[src/rtl/mips_ctrl_pkg.sv]
// mips_ctrl_pkg: opcode, funct, ALU-code and state constants for the multicycle MIPS control unit (BNE_EN adds the BRANCHNE state)
package mips_ctrl_pkg;

    localparam logic [5:0] OP_RTYPE = 6'b000000;
    localparam logic [5:0] OP_LW    = 6'b100011;
    localparam logic [5:0] OP_SW    = 6'b101011;
    localparam logic [5:0] OP_BEQ   = 6'b000100;
    localparam logic [5:0] OP_ADDI  = 6'b001000;
    localparam logic [5:0] OP_J     = 6'b000010;
    localparam logic [5:0] OP_BNE   = 6'b000101;

    localparam logic [5:0] FN_ADD = 6'b100000;
    localparam logic [5:0] FN_SUB = 6'b100010;
    localparam logic [5:0] FN_AND = 6'b100100;
    localparam logic [5:0] FN_OR  = 6'b100101;
    localparam logic [5:0] FN_SLT = 6'b101010;
    localparam logic [5:0] FN_NOR = 6'b100111;

    localparam logic [3:0] ALU_AND = 4'b0000;
    localparam logic [3:0] ALU_OR  = 4'b0001;
    localparam logic [3:0] ALU_ADD = 4'b0010;
    localparam logic [3:0] ALU_SUB = 4'b0110;
    localparam logic [3:0] ALU_SLT = 4'b0111;
    localparam logic [3:0] ALU_NOR = 4'b1100;

    localparam logic [3:0] S_FETCH    = 4'd0;
    localparam logic [3:0] S_DECODE   = 4'd1;
    localparam logic [3:0] S_MEMADR   = 4'd2;
    localparam logic [3:0] S_MEMREAD  = 4'd3;
    localparam logic [3:0] S_MEMWB    = 4'd4;
    localparam logic [3:0] S_MEMWRITE = 4'd5;
    localparam logic [3:0] S_EXECUTE  = 4'd6;
    localparam logic [3:0] S_ALUWB    = 4'd7;
    localparam logic [3:0] S_BRANCH   = 4'd8;
    localparam logic [3:0] S_ADDIEXEC = 4'd9;
    localparam logic [3:0] S_ADDIWB   = 4'd10;
    localparam logic [3:0] S_JUMP     = 4'd11;
`ifdef BNE_EN
    localparam logic [3:0] S_BRANCHNE = 4'd12;
`endif

endpackage

[src/rtl/mips_multicycle_ctrl_alu_decoder.sv]
// alu_decoder: maps an R-type funct field to its ALU operation code and flags unsupported functs
module alu_decoder
    import mips_ctrl_pkg::*;
(
    input  logic [5:0] funct,
    output logic [3:0] alu_control,
    output logic       funct_valid
);

    // Unsupported functs fall back to ADD; funct_valid lets DECODE turn them into a NOP
    always_comb begin
        alu_control = funct == FN_SUB ? ALU_SUB :
                      funct == FN_AND ? ALU_AND :
                      funct == FN_OR  ? ALU_OR  :
                      funct == FN_SLT ? ALU_SLT :
                      funct == FN_NOR ? ALU_NOR : ALU_ADD;
        funct_valid = funct == FN_ADD || funct == FN_SUB || funct == FN_AND ||
                      funct == FN_OR  || funct == FN_SLT || funct == FN_NOR;
    end

endmodule

[src/rtl/mips_multicycle_ctrl.sv]
// mips_multicycle_ctrl: Moore FSM sequencing the shared-memory multicycle MIPS datapath (BNE_EN adds bne)
module mips_multicycle_ctrl
    import mips_ctrl_pkg::*;
(
    input  logic       clk,
    input  logic       reset,
    input  logic [5:0] Opcode,
    input  logic [5:0] Funct,
    input  logic       Zero,
    output logic       PCEn,
    output logic       IorD,
    output logic       MemWrite,
    output logic       IRWrite,
    output logic       RegDst,
    output logic       MemtoReg,
    output logic       RegWrite,
    output logic       ALUSrcA,
    output logic [1:0] ALUSrcB,
    output logic [1:0] PCSrc,
    output logic [3:0] ALUControl,
    output logic [3:0] state_dbg
);

    logic [3:0] state;
    logic [3:0] next_state;
    logic [3:0] fn_alu;
    logic       funct_valid;
    logic       pc_write;
    logic       branch;
    logic       branch_ne;

    alu_decoder u_alu_decoder (
        .funct      (Funct),
        .alu_control(fn_alu),
        .funct_valid(funct_valid)
    );

    assign state_dbg = state;

    // State register; reset always lands in FETCH so an interrupted instruction is dropped
    always_ff @(posedge clk) begin
        if (reset)
            state <= S_FETCH;
        else
            state <= next_state;
    end

    // Next-state logic; unsupported opcodes/functs and unused encodings return to FETCH
    always_comb begin
        next_state = S_FETCH;
        case (state)
            S_FETCH:    next_state = S_DECODE;
            S_DECODE: begin
                case (Opcode)
                    OP_LW, OP_SW: next_state = S_MEMADR;
                    OP_RTYPE:     next_state = funct_valid ? S_EXECUTE : S_FETCH;
                    OP_BEQ:       next_state = S_BRANCH;
                    OP_ADDI:      next_state = S_ADDIEXEC;
                    OP_J:         next_state = S_JUMP;
`ifdef BNE_EN
                    OP_BNE:       next_state = S_BRANCHNE;
`endif
                    default:      next_state = S_FETCH;
                endcase
            end
            S_MEMADR:   next_state = Opcode == OP_LW ? S_MEMREAD : S_MEMWRITE;
            S_MEMREAD:  next_state = S_MEMWB;
            S_EXECUTE:  next_state = S_ALUWB;
            S_ADDIEXEC: next_state = S_ADDIWB;
            default:    next_state = S_FETCH;
        endcase
    end

    // Output decode from the registered state; reset masks every enable and select
    always_comb begin
        IorD       = 1'b0;
        MemWrite   = 1'b0;
        IRWrite    = 1'b0;
        RegDst     = 1'b0;
        MemtoReg   = 1'b0;
        RegWrite   = 1'b0;
        ALUSrcA    = 1'b0;
        ALUSrcB    = 2'b00;
        PCSrc      = 2'b00;
        ALUControl = ALU_ADD;
        pc_write   = 1'b0;
        branch     = 1'b0;
        branch_ne  = 1'b0;
        case (state)
            S_FETCH: begin
                ALUSrcB  = 2'b01;
                IRWrite  = 1'b1;
                pc_write = 1'b1;
            end
            S_DECODE:   ALUSrcB = 2'b11;
            S_MEMADR: begin
                ALUSrcA = 1'b1;
                ALUSrcB = 2'b10;
            end
            S_MEMREAD:  IorD = 1'b1;
            S_MEMWB: begin
                MemtoReg = 1'b1;
                RegWrite = 1'b1;
            end
            S_MEMWRITE: begin
                IorD     = 1'b1;
                MemWrite = 1'b1;
            end
            S_EXECUTE: begin
                ALUSrcA    = 1'b1;
                ALUControl = fn_alu;
            end
            S_ALUWB: begin
                RegDst   = 1'b1;
                RegWrite = 1'b1;
            end
            S_BRANCH: begin
                ALUSrcA    = 1'b1;
                ALUControl = ALU_SUB;
                PCSrc      = 2'b01;
                branch     = 1'b1;
            end
`ifdef BNE_EN
            S_BRANCHNE: begin
                ALUSrcA    = 1'b1;
                ALUControl = ALU_SUB;
                PCSrc      = 2'b01;
                branch_ne  = 1'b1;
            end
`endif
            S_ADDIEXEC: begin
                ALUSrcA = 1'b1;
                ALUSrcB = 2'b10;
            end
            S_ADDIWB:   RegWrite = 1'b1;
            S_JUMP: begin
                PCSrc    = 2'b10;
                pc_write = 1'b1;
            end
            default: ;
        endcase
        PCEn = pc_write | (branch & Zero) | (branch_ne & ~Zero);
        if (reset) begin
            PCEn       = 1'b0;
            IorD       = 1'b0;
            MemWrite   = 1'b0;
            IRWrite    = 1'b0;
            RegDst     = 1'b0;
            MemtoReg   = 1'b0;
            RegWrite   = 1'b0;
            ALUSrcA    = 1'b0;
            ALUSrcB    = 2'b00;
            PCSrc      = 2'b00;
            ALUControl = ALU_ADD;
        end
    end

endmodule

[config.mk]
export PLATFORM = sky130hd
export DESIGN_NAME = mips_multicycle_ctrl
export DESIGN_NICKNAME = d
export VERILOG_FILES = /design/src/rtl/mips_ctrl_pkg.sv /design/src/rtl/mips_multicycle_ctrl_alu_decoder.sv /design/src/rtl/mips_multicycle_ctrl.sv
export SDC_FILE = /design/constraint.sdc
export NUM_CORES = 1
export LEC_CHECK = 0
export CAP_MARGIN = 0
export CORE_MARGIN = 4
export CORE_UTILIZATION = 42
export CTS_CLUSTER_SIZE = 16
export DETAILED_ROUTE_END_ITERATION = 10
export PLACE_DENSITY = 0.9
export SYNTH_ARGS = -nofsm -noshare
export SYNTH_HDL_FRONTEND = slang
export SYNTH_SLANG_ARGS = --single-unit
[constraint.sdc]
create_clock -name clk -period 3.25 [get_ports clk]
set_clock_uncertainty 0.05 [all_clocks]
set_input_delay 0.65 -clock clk [delete_from_list [all_inputs] [get_ports clk]]
set_output_delay 0.65 -clock clk [all_outputs]
set_load 0.02 [all_outputs]
==> results.md, run 1 <==
* Status: complete, no violations
* CP delay by family, top: buffers and inverters
* DR iter-0 viols at 14
* Share of flip-flops with an asynchronous set or reset at 0
* Crit path top cell by count: clkdlybuf4s50_1
* PwrDens at 185 nW/µm²
* Max frequency at 319 MHz
* Clk sinks at 4
* Critical path fanouts, max at 4
* Die height at around 48 µm
* WP data arrival at ~2.4 ns
* Sequential area share after synthesis at 0.120
* CTS H-tree depth at 1
* Post-Syn Instances at 95
* CTS root buf: clkbuf_4
* Resize count post-CTS at 0
* Hold crit path type: reg2reg
* Area grow syn2layout at 53.3%
* Row count at 14
* FF+latch count, synth at 4
* VDD IR max at roughly 220 µV
* Die Wd at about 48 µm
* Worst path required time at approximately 2.6 ns
* Vias per std cell at 5.91
* Setup violations, final at 0
* Antenna cells at 0
* Clock-pin slew on the worst setup and hold paths at around 0.04 ns
* Core region area at approximately 1500 µm²
* Max FFs per register at 4
* # DRC at 0
* Total negative slack at 0 ns
* Cts-stage hold buffer count at 0
* Leak at approximately 0.00033 µW
* Syn avg cell area at 7.02 µm²
* I/O pin count at 35
* Post-synth EDFFs at 0
* Port bufs at 34
* Top cells by area, synth: dfxtp_1 12%, nor2_1 6.8%, nand2b_1 6.6%
* Vias at about 830
* Least-Margin Pin Slew at 0.595 ns
* CP Class: in2out
* Initial Util at 0.443
* Final Hold Slack at ~0.6 ns
* Final ANT Viol Nets at 0
* Setup Buffers After CTS at 0
* Yosys warning count at 0
* Max cap viols at 0
* Total chip power at 189 µW
* Crit-path cells: clkdlybuf4s50_1 -> or2_1 -> nor3_1 -> and3_1 -> clkdlybuf4s50_1
* Die area at roughly 2300 µm²
* Total GRT Usage at 0.182
* Minimum clock period at 3.14 ns
* Fin. max-slew vios at 0
* Final period utilization at 0.966
* Slew headroom at 0.603
* Post-Synthesis Net Count at 110
* RSZ-0062 raised after global routing: no
* Clk_lat worst skew at 0.23 ns
* CTS buffer count at 3
* Pre-antenna DRT Iters at 4
* Post-synth top area share at 0.120
* DR WL/cell at ~14 µm
* Global placement routability congestion at roughly 0.76
* Netlist cell types at 40
* CP Capture Type: output port
* Synth Cell Area at around 670 µm²
* Slowest cell on crit path: clkdlybuf4s50_1
* Final Hold Fails at 0
* Main synth FF type: dfxtp_1
* Area leader, netlist: dfxtp_1
* CTS tree: done
* Crit path buffers/inverters at 2
* Max stage delay on crit path at around 0.6 ns
* Routed wire length at roughly 2.0 mm
* Vias in the first global route at ~680
* Worst Setup Start Kind: primary input
* Largest net degree at the start of global routing at 18
* Final nets at approximately 140
* Final HPWL DP at approximately 1.6 mm
* Initial antenna violation count at 0
* Share of cells above drive strength 1 at 0.0800
* Total grt overflow at 0
* Max clock buf depth at 2
* First-pass GRT wire length at ~3.0 mm
==> synthesized netlist by cell type (all sizes together) (2+ instances only) <==
library cell,n
a211oi,2
nor4,4
nand2b,7
inv,3
nor2,12
nor3,8
clkbuf,7
or2,2
a21oi,6
nand4b,2
nor2b,4
xnor2,3
a311oi,2
nand2,2
dfxtp,4
or4,2
mux2,2
nand3b,2
buf,2
o21ai,2
==> path summary, 6_finish.rpt <==
path                start            end  slack (ns)  depth (start not counted)
min reg2reg  state_dbg[3]   state_dbg[0]        0.61                          1
max reg2reg  state_dbg[0]   state_dbg[1]        1.21                          4
max                 reset  ALUControl[3]        0.11                          5
min          state_dbg[3]   state_dbg[0]        0.61                          1
==> stage by stage <==
stage,std cells,utilization,worst slack [ns],area (µm²)
finish,141,0.679,0.111,1020
floorplan,95,-,0.606,667
global route,141,0.679,0.0136,1020
detailed placement,138,0.664,0.112,1000
CTS,141,0.679,0.112,1020
global placement,138,0.664,0.164,1000
==> logic make-up (layout without fill, tap and decap cells) <==
| family | after synthesis | after routing | share of synthesized area |
|---|---|---|---|
| simple gates | 52 | 52 | 0.463 |
| compound gates | 21 | 21 | 0.248 |
| buf+inv | 12 | 42 | 0.0807 |
| flops | 4 | 4 | 0.120 |
| xor+xnor | 3 | 3 | 0.0394 |
| mux | 3 | 3 | 0.0488 |
==> layout by cell type (no fill, tap or decap), types with 3 or more instances in the layout <==
cell,n
clkdlybuf4s50_1,34
nor4_1,4
xnor2_1,3
nor2_1,12
nor2b_1,4
a21oi_1,6
nand2b_1,7
clkbuf_4,3
inv_1,3
dfxtp_1,4
nor3_1,8
==> layer usage <==
layer,share of wire,wire length (µm),track usage,up-vias
li1,-,-,-,417
met1,0.41,827,0.225,378
met2,0.51,1030,0.293,34
met3,0.068,138,0.0263,4
met4,0.012,25,0.113,0
met5,0,0,0,-
==> cell type report <==
class                   instances  area [µm²]
multi-input cells              79         533
fillers                       127         484
repair buffers                 36         355
flip-flops and latches          4        80.1
clock buffers                   3        22.5
well taps                      16        20.0
inverters                       3        11.3
==> power breakdown <==
part	internal (µW)	total (µW)	switching [µW]
Clock	41.2	59.8	18.6
Combinational	39.4	72.6	33.2
Sequential	50.6	56.3	5.68
Total	131	189	57.5
==> worst register-to-register path, delay by kind of cell, from the launching register on <==
family           cells  cell delay [ns]
flip-flops           1             0.69
AO/OA/AOI/OAI        3             0.68
AND/OR/NAND/NOR      1             0.52
Note: power is estimated with default switching activity, not from simulation.
==> run 2: changes to the inputs <==
SETUP_SLACK_MARGIN = 0.15   (was unset)
==> results.md, run 2 (synthesis results as in run 1) <==
* CP delay by family, top: buffers and inverters
* Vias in the first global route at 684 (+1.0%)
* Vias at 817 (-1.9%)
* Worst path required time at 2.55 ns (about the same)
* Max clock buf depth at 2 (unchanged)
* Clock-pin slew on the worst setup and hold paths at 0.04 ns (about the same)
* Core region area at 1510 µm² (unchanged)
* Hold crit path type: reg2reg
* Initial antenna violation count at 0 (unchanged)
* # DRC at 0 (unchanged)
* R2r startpoint: state_dbg[0]
* Initial Util at 0.443 (unchanged)
* Share of cells above drive strength 1 at 0.104 (+0.0240)
* Critical path fanouts, max at 4 (unchanged)
* Commonest cells after routing, fill and taps aside: 32 x clkdlybuf4s50_1, 12 x nor2_1, 7 x nand2b_1, 7 x nor3_1, 6 x a21oi_1
* CTS root buf: clkbuf_4
* Commonest non-fill, non-tap cell in the layout: clkdlybuf4s50_1
* WP data arrival at 2.31 ns (-0.13 ns)
* Least-Margin Pin Slew at 0.594 ns (-0.00107 ns)
* Total GRT Usage at 0.183 (+0.00151)
* Die Wd at 47.8 µm (unchanged)
* Final worst setup slack at 0.239 ns (+0.129 ns)
* Area grow syn2layout at 55.9%
* CTS buffer count at 3 (unchanged)
* I/O pin count at 35 (unchanged)
* Final period utilization at 0.926 (-0.0396)
* Fin. max-slew vios at 0 (unchanged)
* Largest net degree at the start of global routing at 18 (unchanged)
* Max stage delay on crit path at 0.59 ns (about the same)
* Antenna cells at 0 (unchanged)
* Clk_lat worst skew at 0.23 ns (about the same)
* Final Hold Fails at 0 (unchanged)
* Total grt overflow at 0 (unchanged)
* Final nets at 142 (unchanged)
* Die area at 2290 µm² (unchanged)
* First-pass GRT wire length at 2.97 mm (+0.68%)
* Max frequency at 332 MHz (+4.3%)
* Slowest cell on crit path: clkdlybuf4s50_1
* Minimum clock period at 3.01 ns (-0.129 ns)
* Crit path top cell by count: clkdlybuf4s50_1
* Routed wire length at 2.03 mm (+0.69%)
* VDD IR max at 219 µV (+1.1%)
* Crit-path cells: clkdlybuf4s50_1 -> or2_1 -> nor3_2 -> o21a_1 -> clkdlybuf4s50_1
* Setup Buffers After CTS at 0 (unchanged)
* DR WL/cell at 14.4 µm (+0.69%)
* FF-to-FF path depth at 4 (unchanged)
* Die height at 47.8 µm (unchanged)
* Crit path buffers/inverters at 2 (unchanged)
* Worst r2r dst: state_dbg[1]
* CP Capture Type: output port
* Hold Path Depth at 1 (unchanged)
* Worst hold start: state_dbg[3]
* Max cap viols at 0 (unchanged)
* Slew headroom at 0.604 (+0.000711)
* Global placement routability congestion at 0.758 (unchanged)
* Row count at 14 (unchanged)
* DP Worst Slack at 0.112 ns (unchanged)
* CP Class: in2out
* Worst Setup Start Kind: primary input
* Vias per std cell at 5.79 (-1.9%)
* Cts-stage hold buffer count at 0 (unchanged)
* CTS H-tree depth at 1 (unchanged)
* CTS tree: done
* Port bufs at 34 (unchanged)
* Final ANT Viol Nets at 0 (unchanged)
* Total negative slack at 0 ns (unchanged)
* Final HPWL DP at 1.58 mm (unchanged)
* Leak at 0.000367 µW (+12%)
* PwrDens at 182 nW/µm² (-1.6%)
* DR iter-0 viols at 23 (+9)
* Pre-antenna DRT Iters at 4 (unchanged)
* Final core occ at 0.690 (+0.0116)
* RSZ-0062 raised after global routing: no
* FF-to-FF setup slack at 1.20 ns (about the same)
* Worst Hold Path EP: state_dbg[0]
* Status: complete, no violations
* Setup violations, final at 0 (unchanged)
* Clk sinks at 4 (unchanged)
* Max FFs per register at 4 (unchanged)
-- run 2: cell count changes in the layout (fill, tap and decap cells not counted) --
cell / before / now
nor4_2: 0 / 1
dfxtp_2: 0 / 1
dlymetal6s2s_1: 0 / 2
dfxtp_1: 4 / 3
nor4_1: 4 / 3
nor3_1: 8 / 7
clkdlybuf4s50_1: 34 / 32
nor3_2: 0 / 1
-- run 2: layout make-up --
type / instances / area [µm²]
Clock buffer: 3 / 22.5
Fill cell: 126 / 467
Inverter: 3 / 11.3
Multi-Input combinational cell: 79 / 544
Sequential cell: 4 / 81.3
Tap cell: 16 / 20.0
Timing Repair Buffer: 36 / 360
-- run 2: worst max-delay path by stage --
stage | start | end | slack [ns] | cells after the start
2_1_floorplan | reset | IRWrite | 0.61 | 3
3_3_place_gp | reset | ALUControl[3] | 0.16 | 5
3_5_place_dp | reset | ALUControl[3] | 0.11 | 5
4_1_cts | Funct[2] | ALUControl[2] | 0.17 | 6
5_1_grt | reset | ALUControl[0] | 0.15 | 5
6_report | reset | ALUControl[0] | 0.24 | 5
-- run 2: report_power, final --
part | total (µW) | internal (µW) | switching, µW | leakage (µW)
Sequential | 56.3 | 50.6 | 5.70 | 0.0000331
Clock | 59.5 | 41.2 | 18.4 | 0.0000138
Combinational | 73.0 | 39.6 | 33.4 | 0.000320
-- run 2: worst register-to-register path, delay by kind of cell (launching register included) --
kind	cells	cell delay, ns
AO/OA/AOI/OAI	3	0.67
flip-flops	1	0.69
AND/OR/NAND/NOR	1	0.52
-- run 2: through the flow --
| step | total power (µW) | cells | hold slack, ns | cell area, µm² |
|---|---|---|---|---|
| 5_1_grt | 207 | 141 | 0.656 | 1040 |
| 3_5_place_dp | 129 | 138 | 0.608 | 1000 |
| 6_report | 189 | 141 | 0.622 | 1040 |
| 2_1_floorplan | 95.3 | 95 | 0.637 | 667 |
| 3_3_place_gp | 127 | 138 | 0.600 | 1000 |
| 4_1_cts | 193 | 141 | 0.618 | 1030 |
-- run 2: metal layers --
metal | vias up | global-route usage | share of wire
li1 | 419 | - | -
met1 | 374 | 0.227 | 0.41
met2 | 17 | 0.296 | 0.52
met3 | 7 | 0.0263 | 0.045
met4 | 0 | 0.113 | 0.021
met5 | - | 0 | 0
-- run 2: timing repair --
action                     CTS  global route
gates resized for setup      1             4
pin swaps                    0             0
setup endpoints to repair    2             4
hold endpoints to repair     0             0
==> run 3: changes to the inputs <==
CAP_MARGIN = unset   (was 0)
==> results of run 3 <==
Final layout, timing and power as in run 2 (identical DEF).
